--- src/rtl/hex_field_pkg.sv ---
// Shared types and helpers for the hex_field debug overlay renderer.
package hex_field_pkg;

  localparam int GLYPH_W = 8;

  typedef logic [63:0] glyph_t;

  function automatic logic [7:0] nib2ascii(input logic [3:0] n);
    // 'A' - 10 = 8'h37
    return (n <= 4'd9) ? (8'h30 + {4'h0, n}) : (8'h37 + {4'h0, n});
  endfunction

endpackage

--- src/rtl/hex_field_font.sv ---
// Combinational 8x8 font ROM for hex characters. Row 0 is the top byte and
// the MSB of each byte is the leftmost column; unknown codes render blank.
module hex_field_font
  import hex_field_pkg::*;
(
  input  logic [7:0] char_code,
  output glyph_t     glyph
);

  always_comb begin
    glyph = '0;
    case (char_code)
      8'h30:   glyph = 64'h3C666E7666663C00;
      8'h31:   glyph = 64'h1838181818187E00;
      8'h32:   glyph = 64'h3C66060C30607E00;
      8'h33:   glyph = 64'h3C66061C06663C00;
      8'h34:   glyph = 64'h0C1C3C6C7E0C0C00;
      8'h35:   glyph = 64'h7E607C0606663C00;
      8'h36:   glyph = 64'h3C607C6666663C00;
      8'h37:   glyph = 64'h7E060C1830303000;
      8'h38:   glyph = 64'h3C66663C66663C00;
      8'h39:   glyph = 64'h3C66663E060C3800;
      8'h41:   glyph = 64'h183C66667E666600;
      8'h42:   glyph = 64'h7C66667C66667C00;
      8'h43:   glyph = 64'h3C66606060663C00;
      8'h44:   glyph = 64'h786C6666666C7800;
      8'h45:   glyph = 64'h7E60607C60607E00;
      8'h46:   glyph = 64'h7E60607C60606000;
      default: glyph = '0;
    endcase
  end

endmodule

--- src/rtl/hex_field.sv ---
// Renders a DIGITS-wide hex value as scaled 8x8 glyphs at (X0,Y0); new values
// take effect only at frame_start. Define HEX_FIELD_LZB_EN for leading-zero blanking.
module hex_field
  import hex_field_pkg::*;
#(
  parameter int DIGITS     = 4,
  parameter int X0         = 0,
  parameter int Y0         = 0,
  parameter int XW         = 11,
  parameter int YW         = 10,
  parameter int SCALE_LOG2 = 0
) (
  input  logic                  clk,
  input  logic                  rst_n,
  input  logic                  frame_start,
  input  logic                  val_valid,
  output logic                  val_ready,
  input  logic [4*DIGITS-1:0]   val_data,
  input  logic                  px_valid,
  input  logic [XW-1:0]         px_x,
  input  logic [YW-1:0]         px_y,
  output logic                  pix_valid,
  output logic                  pixel
);

  localparam int CELL = GLYPH_W << SCALE_LOG2;
  localparam int DW   = (DIGITS > 1) ? $clog2(DIGITS) : 1;
  localparam int VW   = 4 * DIGITS;
  localparam int XB   = XW + 1;
  localparam int YB   = YW + 1;

  localparam logic [XB-1:0] X_LO = XB'(X0);
  localparam logic [XB-1:0] X_HI = XB'(X0 + DIGITS * CELL);
  localparam logic [YB-1:0] Y_LO = YB'(Y0);
  localparam logic [YB-1:0] Y_HI = YB'(Y0 + CELL);

  // Value path registers
  logic          init_reg;
  logic          pending_reg, pending_next;
  logic [VW-1:0] shadow_reg, shadow_next;
  logic [VW-1:0] display_reg, display_next;
  logic [DIGITS-1:0] blank_reg, blank_next;
  logic [DIGITS-1:0] lzb_mask;
  logic          accept;

  // Pixel pipeline registers
  logic          s1_valid_reg;
  logic          s1_in_field_reg, s1_in_field_next;
  logic [DW-1:0] s1_digit_reg, s1_digit_next;
  logic [2:0]    s1_col_reg, s1_col_next;
  logic [2:0]    s1_row_reg, s1_row_next;
  logic          pix_valid_reg;
  logic          pixel_reg, pixel_next;

  logic [XB-1:0] x_ext, dx;
  logic [YB-1:0] y_ext, dy;
  logic [3:0]    disp_nib [DIGITS];
  logic [3:0]    cur_nib;
  logic [7:0]    char_code;
  glyph_t        glyph;
  logic          glyph_bit;

  assign val_ready = init_reg && !pending_reg;
  assign accept    = val_valid && val_ready;

  // Digit 0 is the leftmost, most significant nibble.
  generate
    for (genvar gi = 0; gi < DIGITS; gi++) begin : g_nib
      assign disp_nib[gi] = display_reg[4*(DIGITS-1-gi) +: 4];
    end
  endgenerate

`ifdef HEX_FIELD_LZB_EN
  // A digit is blank when it and every digit to its left are zero.
  generate
    for (genvar gi = 0; gi < DIGITS; gi++) begin : g_lzb
      if (gi < DIGITS - 1) begin : g_lead
        assign lzb_mask[gi] = ~|shadow_reg[VW-1 -: 4*(gi+1)];
      end else begin : g_last
        assign lzb_mask[gi] = 1'b0;
      end
    end
  endgenerate
`else
  assign lzb_mask = '0;
`endif

  // Accept and frame transfer are mutually exclusive via pending_reg.
  always_comb begin
    shadow_next  = shadow_reg;
    pending_next = pending_reg;
    display_next = display_reg;
    blank_next   = blank_reg;
    if (frame_start && pending_reg) begin
      display_next = shadow_reg;
      blank_next   = lzb_mask;
      pending_next = 1'b0;
    end
    if (accept) begin
      shadow_next  = val_data;
      pending_next = 1'b1;
    end
  end

  // Stage 1: geometry on widened operands so nothing wraps.
  assign x_ext = {1'b0, px_x};
  assign y_ext = {1'b0, px_y};
  assign dx    = x_ext - X_LO;
  assign dy    = y_ext - Y_LO;

  always_comb begin
    s1_in_field_next = (x_ext >= X_LO) && (x_ext < X_HI) &&
                       (y_ext >= Y_LO) && (y_ext < Y_HI);
    s1_digit_next    = DW'(dx >> (3 + SCALE_LOG2));
    s1_col_next      = 3'(dx >> SCALE_LOG2);
    s1_row_next      = 3'(dy >> SCALE_LOG2);
  end

  // Stage 2: glyph lookup from the stage-1 registers.
  assign cur_nib   = disp_nib[s1_digit_reg];
  assign char_code = nib2ascii(cur_nib);

  hex_field_font u_font (
    .char_code (char_code),
    .glyph     (glyph)
  );

  assign glyph_bit  = glyph[6'd63 - {s1_row_reg, s1_col_reg}];
  assign pixel_next = s1_valid_reg && s1_in_field_reg &&
                      !blank_reg[s1_digit_reg] && glyph_bit;

  always_ff @(posedge clk) begin
    if (!rst_n) begin
      init_reg        <= 1'b0;
      pending_reg     <= 1'b0;
      shadow_reg      <= '0;
      display_reg     <= '0;
      blank_reg       <= '0;
      s1_valid_reg    <= 1'b0;
      s1_in_field_reg <= 1'b0;
      s1_digit_reg    <= '0;
      s1_col_reg      <= '0;
      s1_row_reg      <= '0;
      pix_valid_reg   <= 1'b0;
      pixel_reg       <= 1'b0;
    end else begin
      init_reg        <= 1'b1;
      pending_reg     <= pending_next;
      shadow_reg      <= shadow_next;
      display_reg     <= display_next;
      blank_reg       <= blank_next;
      s1_valid_reg    <= px_valid;
      s1_in_field_reg <= s1_in_field_next;
      s1_digit_reg    <= s1_digit_next;
      s1_col_reg      <= s1_col_next;
      s1_row_reg      <= s1_row_next;
      pix_valid_reg   <= s1_valid_reg;
      pixel_reg       <= pixel_next;
    end
  end

  assign pix_valid = pix_valid_reg;
  assign pixel     = pixel_reg;

endmodule
--- config.mk ---
export PLATFORM = sky130hd
export DESIGN_NAME = hex_field
export DESIGN_NICKNAME = d
export VERILOG_FILES = /design/src/rtl/hex_field_pkg.sv /design/src/rtl/hex_field_font.sv /design/src/rtl/hex_field.sv
export SDC_FILE = /design/constraint.sdc
export NUM_CORES = 1
export LEC_CHECK = 0
export BUFFER_PORTS_ARGS = -buffer_cell sky130_fd_sc_hd__buf_2
export CAP_MARGIN = 40
export CORE_ASPECT_RATIO = 1.2
export CORE_MARGIN = 5
export CORE_UTILIZATION = 50
export CTS_CLUSTER_SIZE = 12
export DETAILED_ROUTE_END_ITERATION = 8
export MAX_ROUTING_LAYER = met4
export PLACE_DENSITY = 0.71
export SYNTH_ARGS = -nofsm -noshare
export SYNTH_HDL_FRONTEND = slang
export SYNTH_SLANG_ARGS = --single-unit
--- constraint.sdc ---
create_clock -name clk -period 8.08 [get_ports clk]
set_clock_uncertainty 0.05 [all_clocks]
set_input_delay 1.616 -clock clk [delete_from_list [all_inputs] [get_ports clk]]
set_output_delay 1.616 -clock clk [all_outputs]
set_load 0.01 [all_outputs]
**Yosys cells after proc, flatten, opt, wreduce, memory -nomap -nowiden**

Cells that the tools add are included.

- Add/subtract/negate cells: 3
- Order comparisons: 8
- Equal/unequal tests: 16
- Multiplexer cells: 12
- Bitwise logic cells: 1
- Reduce and logical (&&, ||, !) cells: 12

Operators with widths:

| cell | count |
|---|---|
| $pmux 63 s16 | 1 |
| $eq 7x6->1 const B | 10 |
| $eq 7x7->1 const B | 6 |
| $add 6x4->7 const A | 2 |
| $ge 11x1->1 const B | 1 |
| $lt 11x6->1 const B | 1 |
| $ge 10x1->1 const B | 1 |
| $lt 10x4->1 const B | 1 |
| $logic_and 1x1->1 | 9 |
| $bmux 4 s2 | 1 |
| $mux 4 | 2 |
| $lt 6x7->1 const B | 1 |
| $mux 7 | 1 |
| $bmux 1 s6 | 1 |
| $sub 6x6->6 const A | 1 |
| $mux 1 | 5 |
| $le 4x4->1 const B | 1 |
| $ge 3x3->1 const B | 1 |
| $lt 2x3->1 const B | 1 |
| $not 2->3 | 1 |
| $bmux 1 s2 | 1 |
| $logic_not 1->1 | 2 |
| $reduce_bool 2->1 | 1 |

- Register bits after elaboration: 46
- Input port bits: 42
- Output and inout port bits: 3
- Logic and storage cells: 63

**Depth between registers and ports, before layout**

Gate-level depths: netlist of run 1.

- Depth after elaboration: 11
- Depth in mapped cells: 18
- Depth with buffers taken out: 13

**Hierarchy**

A second synthesis of run 1 with hierarchy kept.

- Cells, all modules: 447
- Area total of the unflattened synthesis: 3643.5 sq um

Modules (own cells, without submodules):

| module | instances | cells each | area each (sq um) | seq. area each (sq um) |
|---|---|---|---|---|
| hex_field | 1 | 237 | 2379.8 | 920.9 |
| hex_field_font | 1 | 210 | 1263.7 | 0.0 |

**Worst setup path after synthesis of run 1**

No wires, ideal clock.

- Path type: register to register
- From: register s1_digit_reg[0]
- To: register pixel_reg, in the netlist pixel
- Setup time: 0.074 ns
- Arrival: 3.584 ns
- Data required time: 7.956 ns
- Setup slack: 4.372 ns
- Stages on the path, launching flop included: 17
- Buffers on the path: 4
- Clock period less this slack: 3.708 ns
- Cell sequence: dfxtp_1 -> buf_6 -> mux4_2 -> buf_6 -> clkinv_1 -> ha_1 -> clkbuf_1 -> o21ai_0 -> o221a_2 -> buf_6 -> mux2_4 -> o221ai_2 -> nor2b_2 -> and4b_1 -> o311a_1 -> o32a_1 -> a31oi_1

- Cells in the longest elaborated chain, start to end: 11
- Elaborated cells between the ends (all ways): 32
- Those cells by class: add/sub: 2; order compare: 1; eq/ne: 16; mux: 9; bitwise: 1; reduce/logical: 3

Ends and longest elaborated chain:

| what | line | source |
|---|---|---|
| start: declaration | hex_field.sv:49 | `logic [DW-1:0] s1_digit_reg, s1_digit_next;` |
| start signal: assignment | hex_field.sv:154 | `s1_digit_reg <= s1_digit_next;` |
| $not 2->3 (not written as such) | hex_field.sv:120 | `assign cur_nib = disp_nib[s1_digit_reg];` |
| $bmux 4 s2 | hex_field.sv:120 |  |
| $mux 4 (not written as such) (2 in a row) | hex_field.sv:120 |  |
| $add 6x4->7 / $le 4x4->1 (equally long branches) | hex_field_pkg.sv:10 | `return (n <= 4'd9) ? (8'h30 + {4'h0, n}) : (8'h37 + {4'h0, n});` |
| $mux 7 | hex_field_pkg.sv:10 |  |
| $eq 7x7->1 / $eq 7x6->1 (equally long branches) | hex_field_font.sv:12 | `case (char_code)` |
| $pmux 63 s16 | hex_field_font.sv:12 |  |
| $bmux 1 s6 | hex_field.sv:128 | `assign glyph_bit = glyph[6'd63 - {s1_row_reg, s1_col_reg}];` |
| $mux 1 (not written as such) | hex_field.sv:128 |  |
| $logic_and 1x1->1 (*) | hex_field.sv:130 | `!blank_reg[s1_digit_reg] && glyph_bit;` |
| end signal: assignment | hex_field.sv:158 | `pixel_reg <= pixel_next;` |
| end: declaration | hex_field.sv:53 | `logic pixel_reg, pixel_next;` |

Mark *: on every way between the ends. The rest lies on a longest branch, timed or not. The select of a mux whose other input is x is not followed.
A chain may end at the register's enable or synchronous reset.

**Worst setup path after layout of run 1**

Same ends and word-level chain as after synthesis.

==> results of run 1 <==
-- cells by family (layout without fill, tap and decap cells) --
| family | count (synthesis) | after routing | synth area share [%] |
|---|---|---|---|
| xor gates and xnor gates | 4 | 4 | 1.15 |
| buffers and inverters | 36 | 56 | 6.59 |
| and+or+nand+nor | 162 | 162 | 24.6 |
| adders and majority gates | 2 | 2 | 0.818 |
| DFF | 46 | 46 | 30.1 |
| muxes | 16 | 16 | 7.04 |
| AOI/OAI and AO/OA | 124 | 124 | 29.7 |
-- cells in the final DEF (no fill, tap or decap), types with 2 or more instances in the layout --
cell and instances:
nand2_1 90, dfxtp_1 46, buf_2 44, a21boi_0 33, nor2_1 24, o21ai_0 18, and2_1 13, a21oi_1 11
a211oi_1 9, mux2_2 6, nand2b_1 6, o211ai_1 6, mux2i_1 5, o22ai_1 5, nor3_1 5, clkbuf_8 5
a31oi_1 4, mux4_2 3, nand3_1 3, nand3b_1 3, inv_1 3, a2111oi_0 3, a221oi_1 3, o31ai_1 3
nor2b_1 2, nor4_1 2, o221a_2 2, a21o_1 2, o221ai_1 2, o2111ai_1 2, xor2_1 2, xnor2_1 2
or2_2 2, mux2_4 2, o21a_1 2, a211o_1 2, and3_1 2, ha_1 2
-- how the worst max path moves through the flow --
stage	startpoint	end	slack (ns)	cells after the start
detailed placement	s1_digit_reg[0]	pixel	3.95	12
CTS	s1_digit_reg[0]	pixel	3.94	12
finish	s1_digit_reg[0]	pixel	3.93	12
global route	s1_digit_reg[0]	pixel	3.75	12
floorplan	s1_digit_reg[0]	pixel	4.37	16
global placement	s1_digit_reg[0]	pixel	4.09	12
-- power by group through the flow --
stage | clock, W | sequential, W | combinational, W
after floorplan | 0 | 0.000242 | 0.0000396
after global placement | 0 | 0.000248 | 0.0000503
after detailed placement | 0 | 0.000248 | 0.0000501
after CTS | 0.000134 | 0.000243 | 0.0000503
after global routing | 0.000146 | 0.000245 | 0.0000565
final | 0.000130 | 0.000243 | 0.0000507
-- per-stage QoR --
stage               power (W)  hold slack, ns  setup WS (ns)  utilization (%)
floorplan            0.000282           0.378           4.37                -
global placement     0.000299           0.402           4.09             53.3
detailed placement   0.000299           0.409           3.95             53.3
CTS                  0.000428           0.421           3.94             54.6
global route         0.000447           0.443           3.75             54.6
finish               0.000424           0.417           3.93             54.6
-- routing by layer --
metal  vias to the layer above  track usage (%)  part of all wire, %
li1                       1445                -                    -
met5                         -                -                    0
met3                        39             2.93                  6.1
met2                       152             39.0                   50
met4                         0             13.7                  5.4
met1                      1321             25.1                   38
-- layout make-up --
type                       instances  area share [%]
sequential                        46            28.0
clock buffer                       6            2.21
timing repair buffer              44            6.71
clock inverter                     1           0.229
multi-input combinational        308            59.0
inverter                           5           0.724
tap                               82            3.12
-- critical path, stage by stage, from the launching register on --
cell	delay, ns
dfxtp_1	0.61
mux4_2	0.71
clkinv_1	0.17
ha_1	0.32
o21ai_0	0.19
o221a_2	0.41
mux2_4	0.27
o221ai_2	0.14
nor2b_2	0.23
and4b_1	0.22
o311a_1	0.29
o32a_1	0.35
a31oi_1	0.14
==> run summary, run 1 <==
Worst R2R Start = s1_digit_reg[0]
Detailed Routing Iterations Pass 1 = 5
Final worst-path cycle share = 51.4%
Register area = 921 um^2
PostCTS Resize Cnt = 0
Period minus WS final = 4.15 ns
Largest net degree at the start of global routing = 46
Status = finished clean
Fin. max-slew vios = 0
Root Driver = clkbuf_8
Mapped Cells = 390
Hold path depth = 2
TritonCTS Sinks = 46
Final std cells w/o fill = 492
H-tree Lvls = 2
Worst-path fanout max = 13
Boundary pin count = 45
Routed Antenna Nets = 0
Width of the die = 81.4 um
Peak Freq = 241 MHz
CTS buffer count = 5
Total die area = 7790 um^2
Avg Inst Size Synth = 7.84 um^2
Most frequent cell after synthesis = nand2_1
Post-Syn Nets = 434
WL final = 8430 um
Initial antenna violation count = 0
CP Launch Type = register
Yosys cell types = 71
Switch share = 25.1%
Worst slew pin tran = 0.681 ns
Setup violators final = 0
Clock buffer depth = 2
Clock insertion delay at the later pin of the skew report = 0.29 ns
Post-synth top area share = 30.1%
Starting density of the core = 50.9%
Max-Cap Viols = 0
Routability Congestion = 0.961
Multi-input combinational cell area = 1940 um^2
Post-DR wirelength/cell = 17.1 um
FF-to-FF path depth = 12
Leakage = 1.16 nW
Area delta synth->final = 7.37%
Top FF cell, synth = dfxtp_1
Synthesized flop and latch total = 46
Critical path type = register to register
# fillers = 601
Clock Pin Slew Worst Setup and Hold Paths = 0.08 ns
Cells after DPL = 485
Reg power frac = 57.4%
Via density = 6.01
Comb pwr share = 12.0%
Core footprint = 6010 um^2
Dpl hpwl = 6350 um
End point of the worst hold path = shadow_reg[9]
Fraction of layout cells with a size suffix above 1 = 17.6%
P_sw = 0.000106 W
CP required = 8.24 ns
Mapped Area = 3060 um^2
First-pass GRT wire length = 13,400 um
Setup TNS = 0 ns
Endpoints failing hold = 0
Die Ht = 95.7 um
Most frequent cells after synthesis = 90 x nand2_1, 46 x dfxtp_1, 33 x a21boi_0
# rows = 31
Yosys top cell by area = dfxtp_1
CTS tree = done
CP arrival = 4.32 ns
Hold buffer count at CTS = 0
Pwr/cell area = 129 nW/um^2
Post-route cell area = 3280 um^2
Synth warn = 0
Relative slew slack = 54.6%
Vias in the first global route = 2,766
Worst Hold Class = register to register
Crit. End Element = register
Layout net count = 454
Sequential-to-total area share from yosys stat = 30.1%
Worst Hold Launch = shadow_reg[9]
Internal power = 0.000318 W
Async S/R FF share, synth = 0%
GRT Util Overall = 22.9%
Port-buffer cells = 44
Reg-to-Reg End = pixel
R2R Setup Slk = 3.93 ns
Setup bufs post-CTS = 0
VDD IR max = 0.169 mV
Clock power share = 30.7%
Remaining global-route overflow = 0
Placed instance area = 3200 um^2
Iteration-0 DRC Markers = 371
RSZ-0062 raised after global routing = no
DR vias = 2,957
EDFF count, synth = 0
Inserted Diodes = 0
Drc violations = 0
Synth top area cells = dfxtp_1 30%, nand2_1 11%, a21boi_0 8.1%
Power figures use the tool's default switching activity.
==> run 2: changes to the inputs <==
Clock period 8.08 ns to 4.05 ns, I/O delays scaled along.
==> run 2 against run 1 <==
  * Maximum frequency is 10% higher
  * Critical path depth grew 1
  * Clock power rose by 120%
  * Sequential share of layout area down 0.71 points
  * Clock-buffer cell count is 1 lower
  * Wire length up 0.24%
  * Design area rose by 2.6%
  * Sequential power up 99%
  * Combinational power rose by 110%
  * Flip-flop and latch count did not move
  * First-iteration DRC count is 18% higher
  * Worst hold slack worse by 0.0011 ns
  * Critical endpoint unchanged
==> run summary, run 2 (synthesized netlist as in run 1, its figures left out) <==
Final setup margin = 0.275 ns
Largest net degree at the start of global routing = 46
CP max stage delay = 0.44 ns
Routed Antenna Nets = 0
CTS buffer count = 5
Most frequent cells in the layout = 90 x nand2_1, 46 x dfxtp_1, 44 x buf_2, 33 x a21boi_0, 24 x nor2_1
Critical path type = register to register
CP arrival = 3.91 ns
Clock Pin Slew Worst Setup and Hold Paths = 0.09 ns
Worst slew pin tran = 0.702 ns
Post-Place Worst Slack = 0.314 ns
Hold path depth = 1
Remaining global-route overflow = 0
Commonest non-fill, non-tap cell in the layout = nand2_1
# fillers = 593
CP max-delay cell = a2111o_1
Met2 routed WL = 4200 um
Hold buffer count at CTS = 0
Total die area = 7790 um^2
H-tree Lvls = 2
Relative slew slack = 53.1%
Initial antenna violation count = 0
TritonCTS Sinks = 46
Detailed Routing Iterations Pass 1 = 5
VDD IR max = 0.273 mV
PostCTS Resize Cnt = 0
Endpoints failing hold = 0
Inserted Diodes = 0
Iteration-0 DRC Markers = 436
CP Launch Type = register
Drc violations = 0
Final worst-path cycle share = 93.2%
CTS tree = done
CP cell instances = mux2i_1, mux2_2, inv_6, ha_1, o21ai_0, o221a_2, mux2_4, o221ai_2, nand3_1, a2111o_1, o211ai_1, o32a_1, a31oi_1
Register area = 921 um^2
Port-buffer cells = 44
First-pass GRT wire length = 14,000 um
CP required = 4.18 ns
Top routing layer used = met4
Area delta synth->final = 10.1%
Clock insertion delay at the later pin of the skew report = 0.30 ns
Via density = 6.02
Post-DR wirelength/cell = 16.8 um
Max-Cap Viols = 0
Starting density of the core = 50.9%
Width of the die = 81.4 um
Fin. max-slew vios = 0
Root Driver = clkbuf_8
# rows = 31
Setup violators final = 0
Vias in the first global route = 2,881
Worst Hold Class = register to register
FF-to-FF path depth = 13
Die Ht = 95.7 um
Core footprint = 6010 um^2
Multi-input combinational cell area = 1940 um^2
Setup bufs post-CTS = 0
Fraction of layout cells with a size suffix above 1 = 19.8%
Final total power = 0.000878 W
Dpl hpwl = 6400 um
Status = finished clean
Wire length on met1 = 3370 um
Met3 Wirelength = 435 um
GRT Util Overall = 23.5%
Period minus WS final = 3.77 ns
Worst-path fanout max = 24
Leakage = 1.21 nW
Clock buffer depth = 2
Routability Congestion = 0.993
WL final = 8450 um
Peak Freq = 265 MHz
Layout net count = 463
DR vias = 3,023
Crit. End Element = register
Boundary pin count = 45
Pwr/cell area = 261 nW/um^2
==> run 2: layer usage <==
metal  vias to the layer above  GRT usage, %
met5                         -             -
met4                         0          11.8
met3                        43          3.02
met2                       150          39.7
met1                      1367          26.9
li1                       1463             -
==> run 2: power breakdown <==
part | internal (W) | switching (W) | total (W)
clock network | 0.000124 | 0.000164 | 0.000288
logic | 0.0000507 | 0.0000556 | 0.000106
registers | 0.000467 | 0.0000168 | 0.000484
==> run 2: cell type report <==
cell class	count	share of cell area, %
repair buffers	53	8.54
well taps	82	3.05
clock inverters	3	0.706
clock buffers	5	2.04
flip-flops and latches	46	27.3
multi-input cells	308	57.6
inverters	5	0.706
==> run 2: worst max-delay path, delay by kind of cell (launching register included) <==
family | cells | cell delay [ns]
multiplexers | 3 | 0.89
buffers and inverters | 1 | 0.13
AND/OR/NAND/NOR | 1 | 0.18
adder cells (fa/ha/maj) | 1 | 0.25
AO/OA/AOI/OAI | 7 | 1.72
flip-flops | 1 | 0.43
==> run 2: worst paths after layout <==
kind	slack, ns	endpoint	start
worst max-delay path	0.28	pixel	s1_digit_reg[0]
worst min-delay path	0.42	pix_valid	s1_valid_reg
worst max register to register	0.28	pixel	s1_digit_reg[0]
worst min register to register	0.42	pix_valid	s1_valid_reg
==> run 2: per-stage QoR <==
step	hold WS [ns]	utilization (%)	std cells	area, um^2	setup TNS (ns)
after floorplan	0.378	-	390	3060	0
after global placement	0.403	54.4	494	3270	0
after detailed placement	0.398	54.4	494	3270	0
after CTS	0.416	55.9	502	3360	0
after global routing	0.441	56.0	502	3370	-0.00282
final	0.416	56.0	502	3370	0
==> run 3: changes to the inputs <==
Settings changed: ABC_AREA from default to 1, PLACE_DENSITY 0.71 to 0.72, REMOVE_ABC_BUFFERS from default to 1.
==> run 3 against run 2 <==
  * Clock-buffer cell count rose by 1
  * Combinational power grew to 3.2 times the previous value
  * Clock power is 8.3% lower
  * Via count up 3.9%
  * Design area decreased by 2.7%
  * Critical path depth up 9
  * Global-route usage decreased by 0.73 points
  * Sequential share of layout area rose by 0.76 points
  * Setup slack improved by 0.35 ns
  * Critical path type unchanged
  * Critical endpoint unchanged
==> run summary, run 3 <==
Leakage = 1.64 nW
Fin. max-slew vios = 0
CP delay by family, top = simple AND/OR/NAND/NOR gates
Initial antenna violation count = 0
Final std cells w/o fill = 586
Synth top area cells = dfxtp_1 31%, nand2_1 16%, nand3_1 9.9%
RSZ-0062 raised after global routing = no
Top FF cell, synth = dfxtp_1
VDD IR max = 0.291 mV
Worst-path fanout max = 12
Post-synth top area share = 31.4%
CP Launch Type = register
Hold buffer count at CTS = 0
Die Ht = 93.9 um
Final Util = 57.8%
Width of the die = 79.9 um
Most frequent cell after synthesis = nand2_1
Routability Congestion = 1.03
Setup TNS = 0 ns
Total die area = 7500 um^2
Iteration-0 DRC Markers = 275
Synth warn = 0
Worst R2R Start = s1_digit_reg[0]
CP arrival = 3.60 ns
Via density = 5.36
TritonCTS Sinks = 46
# rows = 30
Most frequent cells after synthesis = 123 x nand2_1, 63 x nor2_1, 58 x nand3_1
Clock buffer depth = 2
DR vias = 3,140
Critical path buffers and inverters = 2
Relative slew slack = 62.3%
Inserted Diodes = 0
GRT Util Overall = 22.8%
Yosys cell types = 33
Clock insertion delay at the later pin of the skew report = 0.28 ns
Mapped Area = 2930 um^2
Post-DR wirelength/cell = 13.6 um
Async S/R FF share, synth = 0%
Pwr/cell area = 335 nW/um^2
Post-Place Worst Slack = 0.664 ns
CP max-delay cell = dfxtp_1
Sequential-to-total area share from yosys stat = 31.4%
Worst Hold Class = register to register
Yosys top cell by area = dfxtp_1
Setup crit end = pixel
Fraction of layout cells with a size suffix above 1 = 19.6%
Reg-to-Reg End = pixel
WL final = 7980 um
Avg Inst Size Synth = 6.25 um^2
Detailed Routing Iterations Pass 1 = 5
Post-route cell area = 3280 um^2
Placed instance area = 3190 um^2
Setup violators final = 0
Largest net degree at the start of global routing = 30
Commonest non-fill, non-tap cell in the layout = nand2_1
Peak Freq = 292 MHz
Endpoints failing hold = 0
Final worst-path cycle share = 84.5%
Max-Cap Viols = 0
First-pass GRT wire length = 13,400 um
Routed Antenna Nets = 0
Critical path type = register to register
Synthesized flop and latch total = 46
CP max stage delay = 0.54 ns
PostCTS Resize Cnt = 0
CTS tree = done
CP required = 4.23 ns
FF-to-FF path depth = 22
EDFF count, synth = 0
Setup bufs post-CTS = 0
H-tree Lvls = 2
Core footprint = 5670 um^2
CP dominant cell by count = nand2_1
Dpl hpwl = 6350 um
Final setup margin = 0.627 ns
Vias in the first global route = 3,041
Starting density of the core = 51.7%
CP Depth = 22
Crit. End Element = register
Status = finished clean
Crit path from = s1_digit_reg[0]
# fillers = 573
Worst slew pin tran = 0.565 ns
Port-buffer cells = 44
Mapped Cells = 469
Drc violations = 0
Cells after DPL = 580
R2R Setup Slk = 0.63 ns
Remaining global-route overflow = 0
Layout net count = 551
Root Driver = clkbuf_8
Boundary pin count = 45
CP cell instances = inv_6, nand2_1, nand3_1, nand2_2, inv_1, ha_1, or2_2, a21oi_1, nand2_1, nand2_1, nand4_1, nand2_1, nor2_1, nand3_1, nand3_1, nand2_1, nand2_1, nand3_1, nand2_1, nand2_1, nand2_1, nor2_2
Period minus WS final = 3.42 ns
Clock Pin Slew Worst Setup and Hold Paths = 0.07 ns
Most frequent cells in the layout = 123 x nand2_1, 63 x nor2_1, 58 x nand3_1, 46 x dfxtp_1, 44 x buf_2
Area delta synth->final = 11.8%
CTS buffer count = 5
-- run 3: routing by layer --
metal	global-route usage, %	up-vias	wire length, um
met5	-	-	0
met2	39.1	130	3960
li1	-	1573	-
met3	2.78	49	383
met4	16.1	0	510
met1	23.9	1388	3130
-- run 3: worst reg2reg max path: cells and delay by family (launching register included) --
family,cells,cell delay (ns)
buf+inv,2,0.18
simple gates,18,2.23
compound gates,1,0.16
flops,1,0.54
fa+ha+maj,1,0.20
-- run 3: how the worst min path moves through the flow --
stage | from | slack (ns) | endpoint | depth (start not counted)
detailed placement | s1_valid_reg | 0.38 | pix_valid | 2
finish | s1_valid_reg | 0.38 | pix_valid | 2
floorplan | s1_valid_reg | 0.35 | pix_valid | 2
CTS | s1_valid_reg | 0.39 | pix_valid | 2
global placement | s1_valid_reg | 0.37 | pix_valid | 2
global route | s1_valid_reg | 0.41 | pix_valid | 2
-- run 3: area by class of cell --
cell class                      count  area, um^2  area share (%)
Multi-Input combinational cell    356        1740            53.1
Sequential cell                    46         921            28.1
Timing Repair Buffer               45         228            6.95
Inverter                           53         206            6.30
Tap cell                           80         100            3.05
Clock buffer                        6        82.6            2.52
-- run 3: cell families (layout without fill, tap and decap cells) --
logic type	count (synthesis)	in the layout	share of synthesized area, %
fa+ha+maj	2	2	0.854
flops	46	46	31.4
compound gates	56	56	10.2
simple gates	298	298	48.3
buf+inv	67	104	9.22
-- run 3: stage by stage --
| stage | hold WS [ns] | power [W] |
|---|---|---|
| 2_1_floorplan | 0.354 | 0.000741 |
| 3_3_place_gp | 0.368 | 0.000835 |
| 3_5_place_dp | 0.376 | 0.000834 |
| 4_1_cts | 0.387 | 0.00110 |
| 5_1_grt | 0.414 | 0.00117 |
| 6_report | 0.383 | 0.00110 |
-- run 3: report_power, final --
| group | internal [W] | switching, W | total, W |
|---|---|---|---|
| clock | 0.000132 | 0.000133 | 0.000264 |
| combinational | 0.000113 | 0.000228 | 0.000342 |
| sequential | 0.000474 | 0.0000169 | 0.000491 |
| total | 0.000719 | 0.000378 | 0.00110 |
